**src/rtl/ddr3_wr_bridge.sv**
```systemverilog
// ddr3_wr_bridge: CPU-to-DDR3 bridge with a posted-write buffer.
// CPU writes are queued in a DEPTH-entry FIFO and drained to the ram
// in the background. A CPU read first drains all older writes, then
// issues a single ram read and returns its data with a DATA_VALID pulse.
// Requests above the 512 MB window (DATA_ADDR[31:29] != 0) set ERR:
// writes are dropped and reads return zero.
// Optional feature macro: DDR3_WR_BRIDGE_FWD_EN. When it is defined, a
// read that hits a buffered write returns the youngest matching buffered
// data directly, with no drain and no ram read.
module ddr3_wr_bridge #(
    parameter int DEPTH = 4
) (
    input  logic        CLK,
    input  logic        RSTn,
    input  logic [31:0] DATA_ADDR,
    input  logic [31:0] DATA_BUS,
    input  logic        DATA_ENABLE,
    input  logic        DATA_WRITE,
    output logic [31:0] DATA_OUT,
    output logic        DATA_VALID,
    output logic        STALL,
    output logic        ERR,
    output logic [28:0] addr_out,
    output logic [31:0] write_data_out,
    output logic        read_req,
    output logic        write_req,
    input  logic        read_ready,
    input  logic        write_ready,
    input  logic        please_stall_everything,
    input  logic        read_data_valid,
    input  logic [31:0] read_data_in,
    input  logic        init_calib_complete
);

    localparam int AW = $clog2(DEPTH);
    typedef logic [AW:0] ptr_t;

    typedef enum logic [2:0] {
        IDLE,
        DRAIN,
        RD_ISSUE,
        RD_WAIT,
        DONE
    } state_t;

    state_t      state_reg, state_next;
    ptr_t        wr_ptr_reg, rd_ptr_reg;
    logic [28:0] rd_addr_reg;
    logic [31:0] data_out_reg, data_out_next;
    logic        err_reg;

    logic [28:0] fifo_addr_mem [DEPTH];
    logic [31:0] fifo_data_mem [DEPTH];

    logic        empty, full, in_range, cpu_wr, cpu_rd, is_idle, idle_ok;
    logic        push, pop, stall;
    logic        rd_ram, rd_oor, rd_fwd, wr_oor;
    logic        fwd_hit;
    logic [AW-1:0] rd_idx, wr_idx;

    // Pointers carry one extra wrap bit so full and empty can be told apart.
    assign rd_idx   = rd_ptr_reg[AW-1:0];
    assign wr_idx   = wr_ptr_reg[AW-1:0];
    assign empty    = (wr_ptr_reg == rd_ptr_reg);
    assign full     = (wr_ptr_reg[AW] != rd_ptr_reg[AW]) && (wr_idx == rd_idx);

    assign in_range = (DATA_ADDR[31:29] == 3'b000);
    assign cpu_wr   = DATA_ENABLE & DATA_WRITE;
    assign cpu_rd   = DATA_ENABLE & ~DATA_WRITE;
    assign is_idle  = (state_reg == IDLE);
    assign idle_ok  = is_idle & init_calib_complete;

    // Ram side: writes drain from the FIFO head only while no read owns the bus.
    assign write_req      = ~empty & ((state_reg == IDLE) | (state_reg == DRAIN));
    assign read_req       = (state_reg == RD_ISSUE);
    assign addr_out       = read_req ? rd_addr_reg : fifo_addr_mem[rd_idx];
    assign write_data_out = fifo_data_mem[rd_idx];
    assign pop            = write_req & write_ready & ~please_stall_everything;

    // Classify the CPU request seen while idle.
    assign rd_oor = idle_ok & cpu_rd & ~in_range;
    assign wr_oor = idle_ok & cpu_wr & ~in_range;
    assign rd_fwd = idle_ok & cpu_rd & in_range & fwd_hit;
    assign rd_ram = idle_ok & cpu_rd & in_range & ~fwd_hit;

    assign stall = ~init_calib_complete
                 | (state_reg == DRAIN) | (state_reg == RD_ISSUE) | (state_reg == RD_WAIT)
                 | rd_ram
                 | (is_idle & cpu_wr & in_range & full & ~pop);

    // A push while full is only allowed because the head leaves in the same cycle.
    assign push = idle_ok & cpu_wr & in_range & ~stall;

    assign STALL      = stall;
    assign DATA_OUT   = data_out_reg;
    assign DATA_VALID = (state_reg == DONE);
    assign ERR        = err_reg;

`ifdef DDR3_WR_BRIDGE_FWD_EN
    ptr_t             fifo_count;
    logic [DEPTH-1:0] fwd_match;
    logic [31:0]      fwd_data;
    logic [AW-1:0]    fwd_idx;

    assign fifo_count = wr_ptr_reg - rd_ptr_reg;

    // Word-address compare against every slot; occupancy is filtered below.
    for (genvar gi = 0; gi < DEPTH; gi++) begin : g_match
        assign fwd_match[gi] = (fifo_addr_mem[gi][28:2] == DATA_ADDR[28:2]);
    end

    // Walk from oldest to youngest so the last hit wins (youngest data).
    always_comb begin
        fwd_hit  = 1'b0;
        fwd_data = '0;
        fwd_idx  = '0;
        for (int i = 0; i < DEPTH; i++) begin
            fwd_idx = rd_idx + AW'(i);
            if ((ptr_t'(i) < fifo_count) && fwd_match[fwd_idx]) begin
                fwd_hit  = 1'b1;
                fwd_data = fifo_data_mem[fwd_idx];
            end
        end
    end
`else
    assign fwd_hit = 1'b0;
`endif

    // Next-state and read-data selection.
    always_comb begin
        state_next    = state_reg;
        data_out_next = data_out_reg;
        case (state_reg)
            IDLE: begin
                if (rd_oor) begin
                    data_out_next = '0;
                    state_next    = DONE;
                end else if (rd_fwd) begin
`ifdef DDR3_WR_BRIDGE_FWD_EN
                    data_out_next = fwd_data;
`endif
                    state_next    = DONE;
                end else if (rd_ram) begin
                    state_next = empty ? RD_ISSUE : DRAIN;
                end
            end
            DRAIN: begin
                if (empty) state_next = RD_ISSUE;
            end
            RD_ISSUE: begin
                if (read_ready && !please_stall_everything) state_next = RD_WAIT;
            end
            RD_WAIT: begin
                if (read_data_valid) begin
                    data_out_next = read_data_in;
                    state_next    = DONE;
                end
            end
            DONE: begin
                state_next = IDLE;
            end
            default: begin
                state_next = IDLE;
            end
        endcase
    end

    // Control state; reset drops buffered writes and any read in flight.
    always_ff @(posedge CLK or negedge RSTn) begin
        if (!RSTn) begin
            state_reg    <= IDLE;
            wr_ptr_reg   <= '0;
            rd_ptr_reg   <= '0;
            rd_addr_reg  <= '0;
            data_out_reg <= '0;
            err_reg      <= 1'b0;
        end else begin
            state_reg    <= state_next;
            data_out_reg <= data_out_next;
            if (push)   wr_ptr_reg  <= wr_ptr_reg + 1'b1;
            if (pop)    rd_ptr_reg  <= rd_ptr_reg + 1'b1;
            if (rd_ram) rd_addr_reg <= DATA_ADDR[28:0];
            if (rd_oor || wr_oor) err_reg <= 1'b1;
        end
    end

    // Buffer storage; contents are don't-care outside the pointer window.
    always_ff @(posedge CLK) begin
        if (push) begin
            fifo_addr_mem[wr_idx] <= DATA_ADDR[28:0];
            fifo_data_mem[wr_idx] <= DATA_BUS;
        end
    end

endmodule

```
**config.mk**
```make
export PLATFORM = sky130hd
export DESIGN_NAME = ddr3_wr_bridge
export DESIGN_NICKNAME = d
export VERILOG_FILES = /design/src/rtl/ddr3_wr_bridge.sv
export SDC_FILE = /design/constraint.sdc
export NUM_CORES = 1
export LEC_CHECK = 0
export BUFFER_PORTS_ARGS = -buffer_cell sky130_fd_sc_hd__buf_4
export CAP_MARGIN = 20
export CORE_UTILIZATION = 56
export DETAILED_ROUTE_END_ITERATION = 12
export PLACE_DENSITY = 0.86
export SLEW_MARGIN = 25
export SYNTH_ARGS = -nofsm -noshare
export SYNTH_HDL_FRONTEND = slang
export SYNTH_SLANG_ARGS = --single-unit
```
**constraint.sdc**
```tcl
create_clock -name CLK -period 3.85 [get_ports CLK]
set_input_delay 0.1925 -clock CLK [delete_from_list [all_inputs] [get_ports CLK]]
set_output_delay 0.1925 -clock CLK [all_outputs]
set_load 0.01 [all_outputs]
```
After elaboration in Yosys (flattened, before gate mapping)
Memories as Yosys holds them, arrays and structs flattened.
Cells that the tools add are included.
Operators by class
  multiplexer cells: 13
  reduce and logical (&&, ||, !) cells: 9
  eq/ne operators: 12
  bitwise logic cells: 30
  add/subtract/negate cells: 2
Operator list (number)
  $mux 32: 2
  $pmux 32 s2: 1
  $mux 29: 1
  $and 1x1->1: 17
  $mux 3: 5
  $pmux 3 s4: 1
  $not 1->1: 7
  $add 3x1->3 const B: 2
  $eq 3x2->1 const B: 2
  $logic_not 3->1: 2
  $or 1x1->1: 6
  $ne 2x1->1 const B: 2
  $ne 2x2->1 const B: 2
  $reduce_and 4->1: 1
  $eq 3x1->1 const B: 1
  $eq 3x3->1: 1
  $eq 3x3->1 const B: 1
  $ne 3x1->1 const B: 1
  $reduce_and 3->1: 1
  $eq 2x2->1: 1
  $logic_and 1x1->1: 2
  $mux 1: 2
  $mux 2: 1
  $reduce_bool 2->1: 1
  3 further kinds: 3
Storage, ports and cells
  word-level logic and storage cells: 74
  memories: 2
  bits in registers: 71
  memory bits (writable): 244
  input bits: 105
  output and inout port bits: 98
Memory list
  fifo_data_mem: words 4, width 32, rd ports 1, clocked after memory_dff 0, write ports 1, RTL line 53  | logic [31:0] fifo_data_mem [DEPTH];
  fifo_addr_mem: words 4, width 29, rd ports 1, clocked after memory_dff 0, write ports 1, RTL line 52  | logic [28:0] fifo_addr_mem [DEPTH];

Longest topological paths before layout
  depth after elaboration: 12
  gate-level depth with buffers: 7
  mapped depth without buffers: 4

Least setup slack after synthesis
OpenSTA, ideal clock, no wires.
  path kind: register to register
  start point: register state_reg[2]
  end point: memory fifo_addr_mem[3][0] (enable)
  arrival time: 2.601 ns
  clock period less this slack: 3.028 ns
  required time: 3.423 ns
  path slack: 0.822 ns
  buffers on the path: 0
  cell stages (with the launch flop): 4
  cells stage by stage: dfrtp_1 -> nor4b_4 -> and3_1 -> and3_1
Between the ends
  longest elaborated chain between the ends: 12
  elaborated cells between the ends (all ways): 27
Ends and longest elaborated chain
  start: declaration: RTL line 46  | state_t state_reg, state_next;
  start signal: assignment: RTL line 178  | state_reg <= state_next;
  $eq 3x1->1 or $logic_not 3->1 (tied branches): RTL line 74, 87, 70
  $or 1x1->1: RTL line 74  | assign write_req = ~empty & ((state_reg == IDLE) | (state_reg == DRAIN));
  $and 1x1->1: RTL line 74
  $and 1x1->1 (2 in series): RTL line 78  | assign pop = write_req & write_ready & ~please_stall_everything;
  $not 1->1: RTL line 89  | | (is_idle & cpu_wr & in_range & full & ~pop);
  $and 1x1->1: RTL line 89
  $or 1x1->1: RTL line 89
  $not 1->1: RTL line 92  | assign push = idle_ok & cpu_wr & in_range & ~stall;
  $and 1x1->1 *: RTL line 92
  $mux 1 *: RTL line 189  | if (push) begin
  $mux 1 (not written as such) *: RTL line 190  | fifo_addr_mem[wr_idx] <= DATA_ADDR[28:0];
  end: declaration: RTL line 52
Mark *: on every way between the ends. The rest lies on a longest branch, timed or not.

Worst setup path in the final report
  start point: register rd_ptr_reg[0]
  end point: output port addr_out[14]
Between the ends
  longest elaborated chain between the ends: 2
Ends and longest elaborated chain
  start: declaration: RTL line 47  | ptr_t wr_ptr_reg, rd_ptr_reg;
  start signal: assignment: RTL line 181  | if (pop) rd_ptr_reg <= rd_ptr_reg + 1'b1;
  $mem_v2 4x29
  $mux 29: RTL line 76  | assign addr_out = read_req ? rd_addr_reg : fifo_addr_mem[rd_idx];
  end: declaration: RTL line 23  | output logic [28:0] addr_out,
Every way passes these cells.

==> metrics.md <==
| Metric | Value |
|---|---|
| # DRC | 0 |
| CTS resizes | 0 |
| Synthesis Warnings | 0 |
| Max stage delay on crit path | 830 ps |
| Most area-consuming cells after synthesis | edfxtp_1 61%, dfrtp_1 15%, mux4_2 11%, mux2_2 5.6%, a22o_1 2.3% |
| Vias per cell | 5.63 |
| CTS clk-pin slew, worst paths | 60 ps |
| Fraction of layout cells with a size suffix above 1 | 0.433 |
| Critical path arrival | 3130 ps |
| Remaining antenna violation count | 0 |
| DRT iter0 DRCs | 309 |
| Syn Std Cell Area | 12000 um^2 |
| Cell taking the most area after synthesis | edfxtp_1 |
| Clk_skew | 11.4 ps |
| Pre-antenna DRT Iters | 7 |
| Largest net degree at the start of global routing | 72 |
| Seq/Total Area, Yosys | 0.759 |
| Biggest register | fifo_data_mem |
| DR WL/cell | 21.5 um |
| Cells after Synth | 551 |
| Fin crit period | 3320 ps |
| Core box area | 21000 um^2 |
| #FFs+latches synth | 315 |
| Least-Margin Pin Slew | 953 ps |
| RSZ-0062 raised after global routing | no |
| Cell leakage power | 5.97 nW |
| Root Driver | clkbuf_16 |
| Hold Vio Cnt, Final | 0 |
| Worst flop-to-flop path endpoint | fifo_data_mem[3][3]$_DFFE_PP_ |
| Final nets | 968 |
| Initial antenna violation count | 0 |
| Max-cap violations | 0 |
| Largest register FFs | 128 |
| Outcome | finished clean |
| Die height | 148 um |
| Global-route wire length before repair | 38700 um |
| Endpoint, Worst Hold | ERR$_DFFE_PN0P_ |
| Max IR drop VDD | 406 uV |
| Layout area overhead | 31.2% |
| Die area | 22000 um^2 |
| Critical Path Sink Type | primary output |
| Crit path max-delay cell type | dfrtp_4 |
| I/O Pins | 203 |
| Top post-synthesis cells by count | 244 x edfxtp_1, 71 x dfrtp_1, 61 x mux4_2, 60 x mux2_2, 31 x a22o_1 |
| PortBufs | 202 |
| Critical Path RT | 3660 ps |
| Vias in the first global route | 7091 |
| Final WL | 24800 um |
| CP startpoint | rd_ptr_reg[0]$_DFFE_PN0P_ |
| H-tree Lvls | 1 |
| Bufs and invs on worst path | 2 |
| Die W | 148 um |
| Total CTS buffers | 30 |
| Design Area, Final | 15700 um^2 |
| Total clock sinks | 315 |
| Syn nets | 661 |
| Synth Area per Inst | 21.8 um^2 |
| Clock latency on the worst-skew pair | 540 ps |
| Routability-driven placement congestion ratio | 0.843 |
| Post-synth EDFFs | 244 |
| Pwr Density | 636 nW/um^2 |
| Slew headroom | 0.365 |
| Worst R2R Path Depth | 3 |
| Area after DPL | 13700 um^2 |
| Total number of vias | 6516 |
| Max Transition Viols Final | 0 |
| Hold wc startpoint | DATA_ADDR[30] |
| Hold Path Class | in -> reg |
| TritonCTS clock tree | built |
| Startpoint Class | flip-flop |
| Crit share post-route | 0.863 |
| Most frequent cell after synthesis | edfxtp_1 |
| Global route overflow | 0 |
| FFs w/ async S/R, synth | 0.225 |
| Clock Tree Buf Depth | 3 |
| Detailed placement HPWL | 14600 um |
| Crit-path cells | buf_4 > mux4_2 > mux2_2 > buf_4 |
| Initial Util | 0.570 |
| WHS Path Cells | 3 |
| Worst setup path class | reg -> out |
| Crit path max fanout | 34 |
| CP most frequent cell | buf_4 |
| FF-to-FF Start | rd_ptr_reg[0]$_DFFE_PN0P_ |
| R2r setup slk | 990 ps |
| Delay-heaviest family, CP | multiplexers |
| Setup TNS Final | 0 ps |
| Ys flop type | edfxtp_1 |
| GRT Total Usage | 0.232 |
| Antenna diode count | 0 |
| Fmax | 301 MHz |
| Dpl ws | 908 ps |
| Num rows | 53 |
| Area share of the largest cell type after synthesis | 0.611 |
| Setup-failing EPs final | 0 |
| Worst Slack Setup Final | 529 ps |
| Power Total | 10.0 mW |
| Synth unique cells | 35 |
[per-layer routing]
metal  vias to the layer above  wire length, um  global-route usage
li1                       2872                -                   -
met1                      3356            10600               0.319
met2                       253            12200               0.383
met3                        35             1490              0.0442
met4                         0              530              0.0639
met5                         -                0                   0
[cell type report]
type,count,area [um^2]
Sequential cell,315,9110
Inverter,5,18.8
Tap cell,275,344
Clock inverter,17,183
Clock buffer,39,826
Multi-Input combinational cell,203,2730
Timing Repair Buffer,303,2520
Fill cell,1137,5290
[where the power goes]
group          internal [mW]  total, mW  switching [mW]  leakage (nW)
combinational           1.65       2.88            1.23          2.35
clock                   1.77       2.96            1.18         0.485
sequential              3.91       4.17           0.266          3.13
total                   7.33       10.0            2.68          5.97
[logic make-up after synthesis]
kind of cell | Yosys count | share of synthesized area
compound gates | 40 | 0.0290
xor+xnor | 7 | 0.00511
fa+ha+maj | 5 | 0.00522
buf+inv | 33 | 0.0147
flops | 315 | 0.759
mux | 121 | 0.171
simple gates | 30 | 0.0158
[worst reg2reg max path: stages, from the launching register on]
cell and delay [ps]:
dfrtp_4 830, xnor2_1 200, a41oi_1 470, and3_4 930
[metrics by stage]
step                      instances  hold WS [ps]  utilization
after floorplan                 551          -103            -
after global placement         1004           367        0.654
after global routing           1157          45.7        0.748
after CTS                      1157          36.3        0.748
after detailed placement       1004           397        0.654
final                          1157          54.2        0.748
[worst max-delay path by stage]
| stage | slack, ps | to | cells past startpoint |
|---|---|---|---|
| finish | 530 | addr_out[14] | 4 |
| global route | 320 | addr_out[14] | 4 |
| CTS | 430 | addr_out[14] | 4 |
| detailed placement | 910 | fifo_data_mem[3][8]$_DFFE_PP_ | 3 |
| global placement | 1070 | addr_out[23] | 4 |
| floorplan | 820 | fifo_addr_mem[3][0]$_DFFE_PP_ | 3 |
[cells in the final DEF, fill, tap and decap left out, types with 5 or more instances in the layout]
master	Yosys	final
mux4_2	61	61
edfxtp_1	244	244
dlygate4sd3_1	0	97
dfrtp_1	71	69
clkbuf_1	5	6
xnor2_1	5	5
inv_1	5	5
a22o_1	31	31
buf_4	4	205
clkbuf_16	0	31
mux2_2	60	60
clkinv_1	0	6
ha_1	5	5
[timing repair]
| item | CTS | global route |
|---|---|---|
| hold buffers | 97 | 0 |
| setup buffers | 0 | 0 |
| endpoints found under the hold margin | 379 | 0 |
No activity file was read; power rests on OpenSTA's default activity.
